<file path="config.mk">
export PLATFORM = sky130hd
export DESIGN_NAME = wave_pop_pacer
export DESIGN_NICKNAME = d
export VERILOG_FILES = /design/src/rtl/wave_pop_pacer_pkg.sv /design/src/rtl/wave_pop_pacer_counter.sv /design/src/rtl/wave_pop_pacer.sv
export SDC_FILE = /design/constraint.sdc
export NUM_CORES = 1
export LEC_CHECK = 0
export ABC_CLOCK_PERIOD_IN_PS = 3200
export BUFFER_PORTS_ARGS = -buffer_cell sky130_fd_sc_hd__buf_2
export CAP_MARGIN = 10
export CORE_MARGIN = 5
export CORE_UTILIZATION = 25
export CTS_CLUSTER_SIZE = 14
export DETAILED_ROUTE_END_ITERATION = 16
export PLACE_DENSITY_LB_ADDON = 0.1
export SLEW_MARGIN = 10
export SYNTH_ARGS = -nofsm -noshare
export SYNTH_HDL_FRONTEND = slang
export SYNTH_SLANG_ARGS = --single-unit
</file>
<file path="constraint.sdc">
create_clock -name clk -period 3.2 [get_ports clk]
set_input_delay 0.48 -clock clk [delete_from_list [all_inputs] [get_ports clk]]
set_output_delay 0.48 -clock clk [all_outputs]
set_load 0.02 [all_outputs]
</file>
<file path="src/rtl/wave_pop_pacer_pkg.sv">
// Shared types and constants for the waveform pop pacer.
package wave_pop_pacer_pkg;

    localparam int DATA_W_DEF = 32;
    localparam int ADDR_W_DEF = 10;
    localparam int CNT_W      = 32;

    // Pops closer than two cycles apart would overlap the one-cycle read latency.
    localparam logic [CNT_W-1:0] MIN_PERIOD = CNT_W'(2);

    typedef enum logic [2:0] {
        S_IDLE   = 3'd0,
        S_REWIND = 3'd1,
        S_POP    = 3'd2,
        S_HOLD   = 3'd3,
        S_DONE   = 3'd4
    } state_t;

    // Counter reload for a requested period: max(period, MIN_PERIOD) - 1.
    function automatic logic [CNT_W-1:0] reload_value(input logic [CNT_W-1:0] period);
        logic [CNT_W-1:0] peff;
        peff = (period < MIN_PERIOD) ? MIN_PERIOD : period;
        return peff - CNT_W'(1);
    endfunction

endpackage

</file>
<file path="src/rtl/wave_pop_pacer_counter.sv">
// Period down-counter: loads a reload value, counts down while enabled and
// flags the last cycle of the interval when the count sits at 1.
module pacer_counter
    import wave_pop_pacer_pkg::*;
#(
    parameter int W = CNT_W
) (
    input  logic         clk,
    input  logic         reset_n,
    input  logic         load,
    input  logic [W-1:0] load_value,
    input  logic         en,
    output logic         expired
);

    logic [W-1:0] cnt_q;
    logic [W-1:0] cnt_d;

    // Load wins over decrement; stop at zero so an idle counter never wraps.
    always_comb begin
        cnt_d = cnt_q;
        if (load) begin
            cnt_d = load_value;
        end else if (en && (cnt_q != '0)) begin
            cnt_d = cnt_q - W'(1);
        end
    end

    // Count register.
    always_ff @(posedge clk or negedge reset_n) begin
        if (!reset_n) begin
            cnt_q <= '0;
        end else begin
            cnt_q <= cnt_d;
        end
    end

    assign expired = (cnt_q == W'(1));

endmodule

</file>
<file path="src/rtl/wave_pop_pacer.sv">
// Paces pops from an upstream waveform BRAM and captures the returned samples.
//
// state  | meaning
// IDLE   | waiting for start
// REWIND | rewind pulse to upstream, pass counters cleared
// POP    | pop pulse to upstream, period counter reloaded
// HOLD   | waiting out the remainder of the pop period
// DONE   | one-cycle done pulse, then back to IDLE
module wave_pop_pacer
    import wave_pop_pacer_pkg::*;
#(
    parameter int DATA_W = DATA_W_DEF,
    parameter int ADDR_W = ADDR_W_DEF
) (
    input  logic              clk,
    input  logic              reset_n,
    input  logic              start,
    input  logic              stop,
    input  logic              loop_en,
    input  logic [CNT_W-1:0]  period,
    input  logic [ADDR_W:0]   length,
    input  logic [DATA_W-1:0] wave_in,
    output logic              rewind,
    output logic              pop,
    output logic [DATA_W-1:0] sample_out,
    output logic              sample_valid,
    output logic [ADDR_W:0]   sample_idx,
    output logic              busy,
    output logic              done
);

    localparam int IW = ADDR_W + 1;

    state_t            state_q, state_d;
    logic              rewind_q, rewind_d;
    logic              pop_q, pop_d;
    logic [DATA_W-1:0] sample_out_q, sample_out_d;
    logic              sample_valid_q, sample_valid_d;
    logic [IW-1:0]     sample_idx_q, sample_idx_d;
    logic              busy_q, busy_d;
    logic              done_q, done_d;
    logic              cap_pend_q, cap_pend_d;
    logic [IW-1:0]     len_q, len_d;
    logic [CNT_W-1:0]  per_q, per_d;
    logic [IW-1:0]     pop_cnt_q, pop_cnt_d;

    logic              cnt_load;
    logic              cnt_en;
    logic              cnt_expired;

    pacer_counter #(.W(CNT_W)) u_counter (
        .clk        (clk),
        .reset_n    (reset_n),
        .load       (cnt_load),
        .load_value (reload_value(per_q)),
        .en         (cnt_en),
        .expired    (cnt_expired)
    );

    // Next-state, capture and registered-output decode.
    always_comb begin
        state_d        = state_q;
        sample_out_d   = sample_out_q;
        sample_idx_d   = sample_idx_q;
        sample_valid_d = 1'b0;
        len_d          = len_q;
        per_d          = per_q;
        pop_cnt_d      = pop_cnt_q;
        cnt_load       = 1'b0;
        cnt_en         = 1'b0;

        // The word requested by last cycle's pop is on wave_in now; it still
        // lands after the FSM has moved on to REWIND or DONE.
        if (cap_pend_q && !stop) begin
            sample_out_d   = wave_in;
            sample_idx_d   = sample_idx_q + IW'(1);
            sample_valid_d = 1'b1;
        end

        case (state_q)
            S_IDLE: begin
                if (start) begin
                    len_d   = length;
                    per_d   = period;
                    state_d = (length != '0) ? S_REWIND : S_DONE;
                end
            end
            S_REWIND: begin
                state_d = S_POP;
            end
            S_POP: begin
                cnt_load  = 1'b1;
                pop_cnt_d = pop_cnt_q + IW'(1);
                state_d   = S_HOLD;
            end
            S_HOLD: begin
                cnt_en = 1'b1;
                if (cnt_expired) begin
                    if (pop_cnt_q < len_q) begin
                        state_d = S_POP;
                    end else if (loop_en) begin
                        per_d   = period;
                        state_d = S_REWIND;
                    end else begin
                        state_d = S_DONE;
                    end
                end
            end
            S_DONE: begin
                state_d = S_IDLE;
            end
            default: begin
                state_d = S_IDLE;
            end
        endcase

        if (stop) begin
            state_d = S_IDLE;
        end

        // A new pass restarts the index even if the previous pass's final
        // capture completes on the same edge.
        if (state_d == S_REWIND) begin
            sample_idx_d = '0;
            pop_cnt_d    = '0;
        end

        rewind_d   = (state_d == S_REWIND);
        pop_d      = (state_d == S_POP);
        done_d     = (state_d == S_DONE);
        busy_d     = (state_d != S_IDLE);
        cap_pend_d = pop_q && !stop;
    end

    // State and output registers.
    always_ff @(posedge clk or negedge reset_n) begin
        if (!reset_n) begin
            state_q        <= S_IDLE;
            rewind_q       <= 1'b0;
            pop_q          <= 1'b0;
            sample_out_q   <= '0;
            sample_valid_q <= 1'b0;
            sample_idx_q   <= '0;
            busy_q         <= 1'b0;
            done_q         <= 1'b0;
            cap_pend_q     <= 1'b0;
            len_q          <= '0;
            per_q          <= '0;
            pop_cnt_q      <= '0;
        end else begin
            state_q        <= state_d;
            rewind_q       <= rewind_d;
            pop_q          <= pop_d;
            sample_out_q   <= sample_out_d;
            sample_valid_q <= sample_valid_d;
            sample_idx_q   <= sample_idx_d;
            busy_q         <= busy_d;
            done_q         <= done_d;
            cap_pend_q     <= cap_pend_d;
            len_q          <= len_d;
            per_q          <= per_d;
            pop_cnt_q      <= pop_cnt_d;
        end
    end

    assign rewind       = rewind_q;
    assign pop          = pop_q;
    assign sample_out   = sample_out_q;
    assign sample_valid = sample_valid_q;
    assign sample_idx   = sample_idx_q;
    assign busy         = busy_q;
    assign done         = done_q;

endmodule

</file>
### Yosys cells after proc, flatten, opt, wreduce, memory -nomap -nowiden

Cells that the tools add are included.
Widths: inputs -> output; s select.

* add/sub/neg operators: 4
* $lt $le $gt $ge: 2
* equality and inequality tests: 11
* mux-type cells: 22
* reduce and logical (&&, ||, !) cells: 14

Operators by type and width (count)
* $mux 32: 7
* $pmux 32 s2: 1
* $sub 32x1->32 const B: 2
* $mux 11: 4
* $eq 32x1->1 const B: 1
* $lt 32x2->1 const B: 1
* $reduce_bool 32->1: 1
* $add 11x1->11 const B: 2
* $mux 3: 6
* $pmux 3 s4: 1
* $lt 11x11->1: 1
* $reduce_bool 11->1: 1
* $eq 3x2->1 const B: 3
* $ne 2x2->1 const B: 4
* $reduce_bool 2->1: 4
* $eq 3x1->1 const B: 2
* $reduce_and 5->1: 1
* $eq 3x3->1 const B: 1
* $logic_and 1x1->1: 3
* $logic_not 3->1: 1
* $mux 1: 3
* $reduce_bool 3->1: 1
* $reduce_and 2->1: 1
* $logic_not 1->1: 1

* bits in registers: 138
* bits of input ports: 80
* output and inout port bits: 48
* logic and storage cells: 66

### Depth between registers and ports, before layout

* word-level depth: 7
* gate-level depth with buffers: 13
* gate-level depth less buffers: 11

### By module

A second synthesis with hierarchy kept.

* cells, all modules: 666
* area, all modules: 7056.8 µm²

By module, submodules not included
* wave_pop_pacer: instances 1, cells an instance 433, area each 5054.8 µm²
* pacer_counter: instances 1, cells an instance 233, area each 2001.9 µm²

### Worst setup path after synthesis

No wires, ideal clock.

* path type: register to register
* start: register per_q[21]
* end: register u_counter.cnt_q[30]
* library setup time: 141 ps
* arrival: 3307 ps
* data required time: 3059 ps
* path slack: -248 ps
* stages on the path, launching flop included: 14
* path through: dfrtp_1 or4_1 or4_1 buf_2 nor3_4 nand2b_1 ha_1 nor2b_1 nand2_1 or2_1 clkbuf_1 nor4b_1 xnor2_1 mux2i_1

* word-level cells in the longest chain between the ends: 4

Ends and longest elaborated chain
* start: declaration: RTL line wave_pop_pacer.sv:44 `logic [CNT_W-1:0] per_q, per_d;`
* start signal: assignment: RTL line wave_pop_pacer.sv:161 `per_q <= per_d;`
* $lt 32x2->1: RTL line wave_pop_pacer_pkg.sv:22 `peff = (period < MIN_PERIOD) ? MIN_PERIOD : period;`
* $mux 32 (*): RTL line wave_pop_pacer_pkg.sv:22
* $sub 32x1->32 (*): RTL line wave_pop_pacer_pkg.sv:23 `return peff - CNT_W'(1);`
* $mux 32 (*): RTL line wave_pop_pacer_counter.sv:22 `if (load) begin`
* end signal: assignment: RTL line wave_pop_pacer_counter.sv:34 `cnt_q <= cnt_d;`
* end: declaration: RTL line wave_pop_pacer_counter.sv:16 `logic [W-1:0] cnt_q;`

Mark *: on every way between the ends. The rest lies on a longest branch, timed or not.
A chain may end at the register's enable or synchronous reset.

### Final worst setup path

* start: register per_q[2]
* end: register u_counter.cnt_q[30]

The elaborated chain is that of the path after synthesis.

==> flow_metrics.py <==
metrics = {
    "floorplanning": {
        "die-area_sq_um": 31900,
        "die_y_um": 178,
        "ios": 128,
        "coreArea_sq_um": 27900,
        "row_count": 61,
        "die_x_um": 178,
        "start_util": 0.254,
    },
    "timing": {
        "finalHoldViolCount": 0,
        "period_minus_slack_ns": 3.08,
        "worst_slack_ns": 0.117,
        "relSlewSlack": 0.426,
        "fmax_ghz": 0.324,
        "whs_ns": 0.104,
        "rsz0062_at_grt": "true",
        "slew_violations": 0,
        "fin_worst_skew_ns": 0.0179,
        "setup_viol": 0,
        "tightest_slew_ns": 0.860,
        "fin_crit_sh": 0.963,
    },
    "power": {
        "switching_share": 0.356,
        "p_switching_mw": 2.36,
        "pwr-share-seq": 0.421,
        "powerDensity_nw_per_um2": 737,
        "intPower_mw": 4.27,
        "p_leak_nw": 3.93,
        "combPwrFrac": 0.291,
        "power_mw": 6.63,
        "p_clk_frac": 0.288,
        "vdd_drop_max_mv": 0.348,
    },
    "critical_path": {
        "r2r_start": "per_q[2]",
        "worstSetupEndpointType": "register",
        "required_ns": 3.49,
        "cp_common_cell": "or4_4",
        "reg2reg_to": "u_counter.cnt_q[30]",
        "crit_chain": "or4_4, or4_4, nor3_4, nand2b_4, ha_4, nor2b_4, nand2_2, or2_4, nor4b_4, xnor2_1, mux2i_1",
        "worstPathArrival_ns": 3.37,
        "worstSetupPathType": "register to register",
        "crit_path_max_incr_delay_ns": 0.54,
        "ff2ff_setup_slack_ns": 0.12,
        "cp-start-kind": "register",
        "startpoint": "per_q[2]",
        "worst-path-max-fanout": 7,
        "critPathCapture": "u_counter.cnt_q[30]",
        "worst_r2r_path_depth": 11,
        "crit_path_top_delay_cell": "or4_4",
    },
    "grt": {
        "antenna_found_initial": 0,
        "grt_pass1_wl_um": 30500,
        "grt_pass1_vias": 5735,
        "track_usage": 0.122,
        "grt_max_degree": 87,
        "globalRouteOverflowTotal": 0,
    },
    "run": {
        "cap_violations": 0,
    },
    "logic_synthesis": {
        "ys_seq_elements": 138,
        "yosysMostFrequentCell": "dfrtp_1",
        "netlist_instances": 648,
        "yosysUniqueCellTypes": 65,
        "ys.flop_type": "dfrtp_1",
        "syn_area_sq_um": 7100,
        "yosysTopAreaCellShare": 0.487,
        "syn_avg_cell_area_sq_um": 11.0,
        "synth.top_cells.by_count": "dfrtp_1, nor2_1, nand2_1",
        "synth_top_area_cell": "dfrtp_1",
        "yosysSeqAreaShare": 0.487,
        "synth-edff-count": 0,
        "synth_warnings": 0,
        "syn_nets": 743,
        "async_reset_ff_frac": 1.00,
        "synthTopCellsByArea": "dfrtp_1, mux2_2, mux2_1, xnor2_1, xor2_1",
    },
    "cts": {
        "cts_made_buffers": 17,
        "holdBufCountCts": 0,
        "cts_sinks": 138,
        "cts_tree": "done",
        "insertion_delay_ns": 0.43,
        "clk_pin_slew_ns": 0.06,
        "clockBufferDepth": 2,
        "clockRootBuffer": "clkbuf_16",
        "h-tree-depth": 4,
    },
    "placed_design": {
        "dp_hpwl_um": 14100,
        "place_ws_ns": -0.0125,
        "io_buffers": 127,
        "gp_congestion": 0.757,
    },
    "final_layout": {
        "area_growth_pct": 26.8,
        "drive_gt1_frac": 0.314,
        "layout.nets": 895,
        "regArea_sq_um": 3450,
        "fill_cells": 2934,
        "multi_input_area_sq_um": 3560,
    },
    "drt": {
        "drt-pass1-iter-count": 4,
        "vias": 5356,
        "postRouteAntennaNets": 0,
        "drc": 0,
        "drt_iter0_drc": 236,
        "routed_wl_um": 19100,
        "viasPerCell": 4.49,
        "avgRoutedWirePerCell_um": 16.0,
    },
    "hold_path": {
        "hp-class": "primary input to async pin",
    },
    "status": {
        "status": "completed",
    },
}
critical path: cells and delay by family (launching register included):
family / cells / cell delay (ns)
AND/OR/NAND/NOR: 8 / 2.20
multiplexers: 1 / 0.09
adder cells (fa/ha/maj): 1 / 0.13
XOR/XNOR: 1 / 0.15
flip-flops: 1 / 0.38
final cells by class:
| cell class | count | area share |
|---|---|---|
| multi-input combinational | 472 | 0.396 |
| inverter | 13 | 0.00542 |
| timing repair buffer | 158 | 0.100 |
| sequential | 138 | 0.384 |
| tap | 378 | 0.0526 |
| clock buffer | 19 | 0.0481 |
| clock inverter | 13 | 0.0138 |
| antenna | 1 | 0.000278 |
per-stage QoR:
stage	instances	instance area [sq um]	TNS [ns]	util
final	1192	9000	0	0.322
after CTS	1190	8970	0	0.321
after floorplan	648	7170	-0.0909	-
after global routing	1191	8990	-0.0287	0.322
after detailed placement	1158	8410	-0.0125	0.301
after global placement	1158	8410	0	0.301
registers in the layout, summed over array words and instances, names as in the netlist, 3 cells and up:
register         count
pop_cnt_q           11
per_q               32
sample_idx          11
sample_out          32
state_q              3
u_counter.cnt_q     32
len_q               11
repair_timing:
item | 4_1_cts | 5_1_grt
pin swaps | 0 | 1
setup endpoints to repair | 3 | 4
gates resized for setup | 1 | 3
setup buffers | 0 | 1
cells in the final DEF, fill, tap and decap left out, types with 17 or more instances in the layout:
| cell | n |
|---|---|
| nor2_1 | 58 |
| xnor2_1 | 36 |
| nor3_1 | 24 |
| nor4_1 | 18 |
| clkbuf_16 | 17 |
| mux2_2 | 34 |
| buf_4 | 29 |
| buf_2 | 126 |
| nand2_1 | 46 |
| dfrtp_1 | 138 |
| xor2_1 | 32 |
| nand3_1 | 18 |
| mux2_1 | 31 |
worst min path at each step:
stage / from / to / slack (ns) / cells past startpoint
detailed placement: sample_out[27] / sample_out[27] / 0.49 / 1
CTS: reset_n / len_q[7] / 0.15 / 1
global placement: sample_out[23] / sample_out[23] / 0.48 / 1
finish: reset_n / len_q[7] / 0.10 / 1
global route: reset_n / len_q[7] / 0.19 / 1
floorplan: reset_n / busy / 0.18 / 0
power by group through the flow:
stage / sequential (mW) / clock, mW / combinational, mW
6_report: 2.79 / 1.91 / 1.93
5_1_grt: 2.89 / 2.06 / 2.14
4_1_cts: 2.79 / 1.97 / 1.96
3_5_place_dp: 2.82 / 0 / 1.95
3_3_place_gp: 2.81 / 0 / 1.92
2_1_floorplan: 2.93 / 0 / 1.06
cell families after synthesis:
kind of cell,after synthesis,synth area share
and+or+nand+nor,248,0.193
DFF,138,0.487
muxes,79,0.123
xor gates and xnor gates,68,0.0839
AOI/OAI and AO/OA,62,0.0621
buffers and inverters,38,0.0254
adders and majority gates,15,0.0264
layer usage:
| layer | part of all wire | vias to the layer above | global-route usage |
|---|---|---|---|
| met5 | 0 | - | 0 |
| met4 | 0.013 | 0 | 0.0397 |
| met3 | 0.042 | 16 | 0.0312 |
| met2 | 0.48 | 106 | 0.195 |
| met1 | 0.47 | 2596 | 0.162 |
| li1 | - | 2638 | - |
No activity file was read; power rests on OpenSTA's default activity.
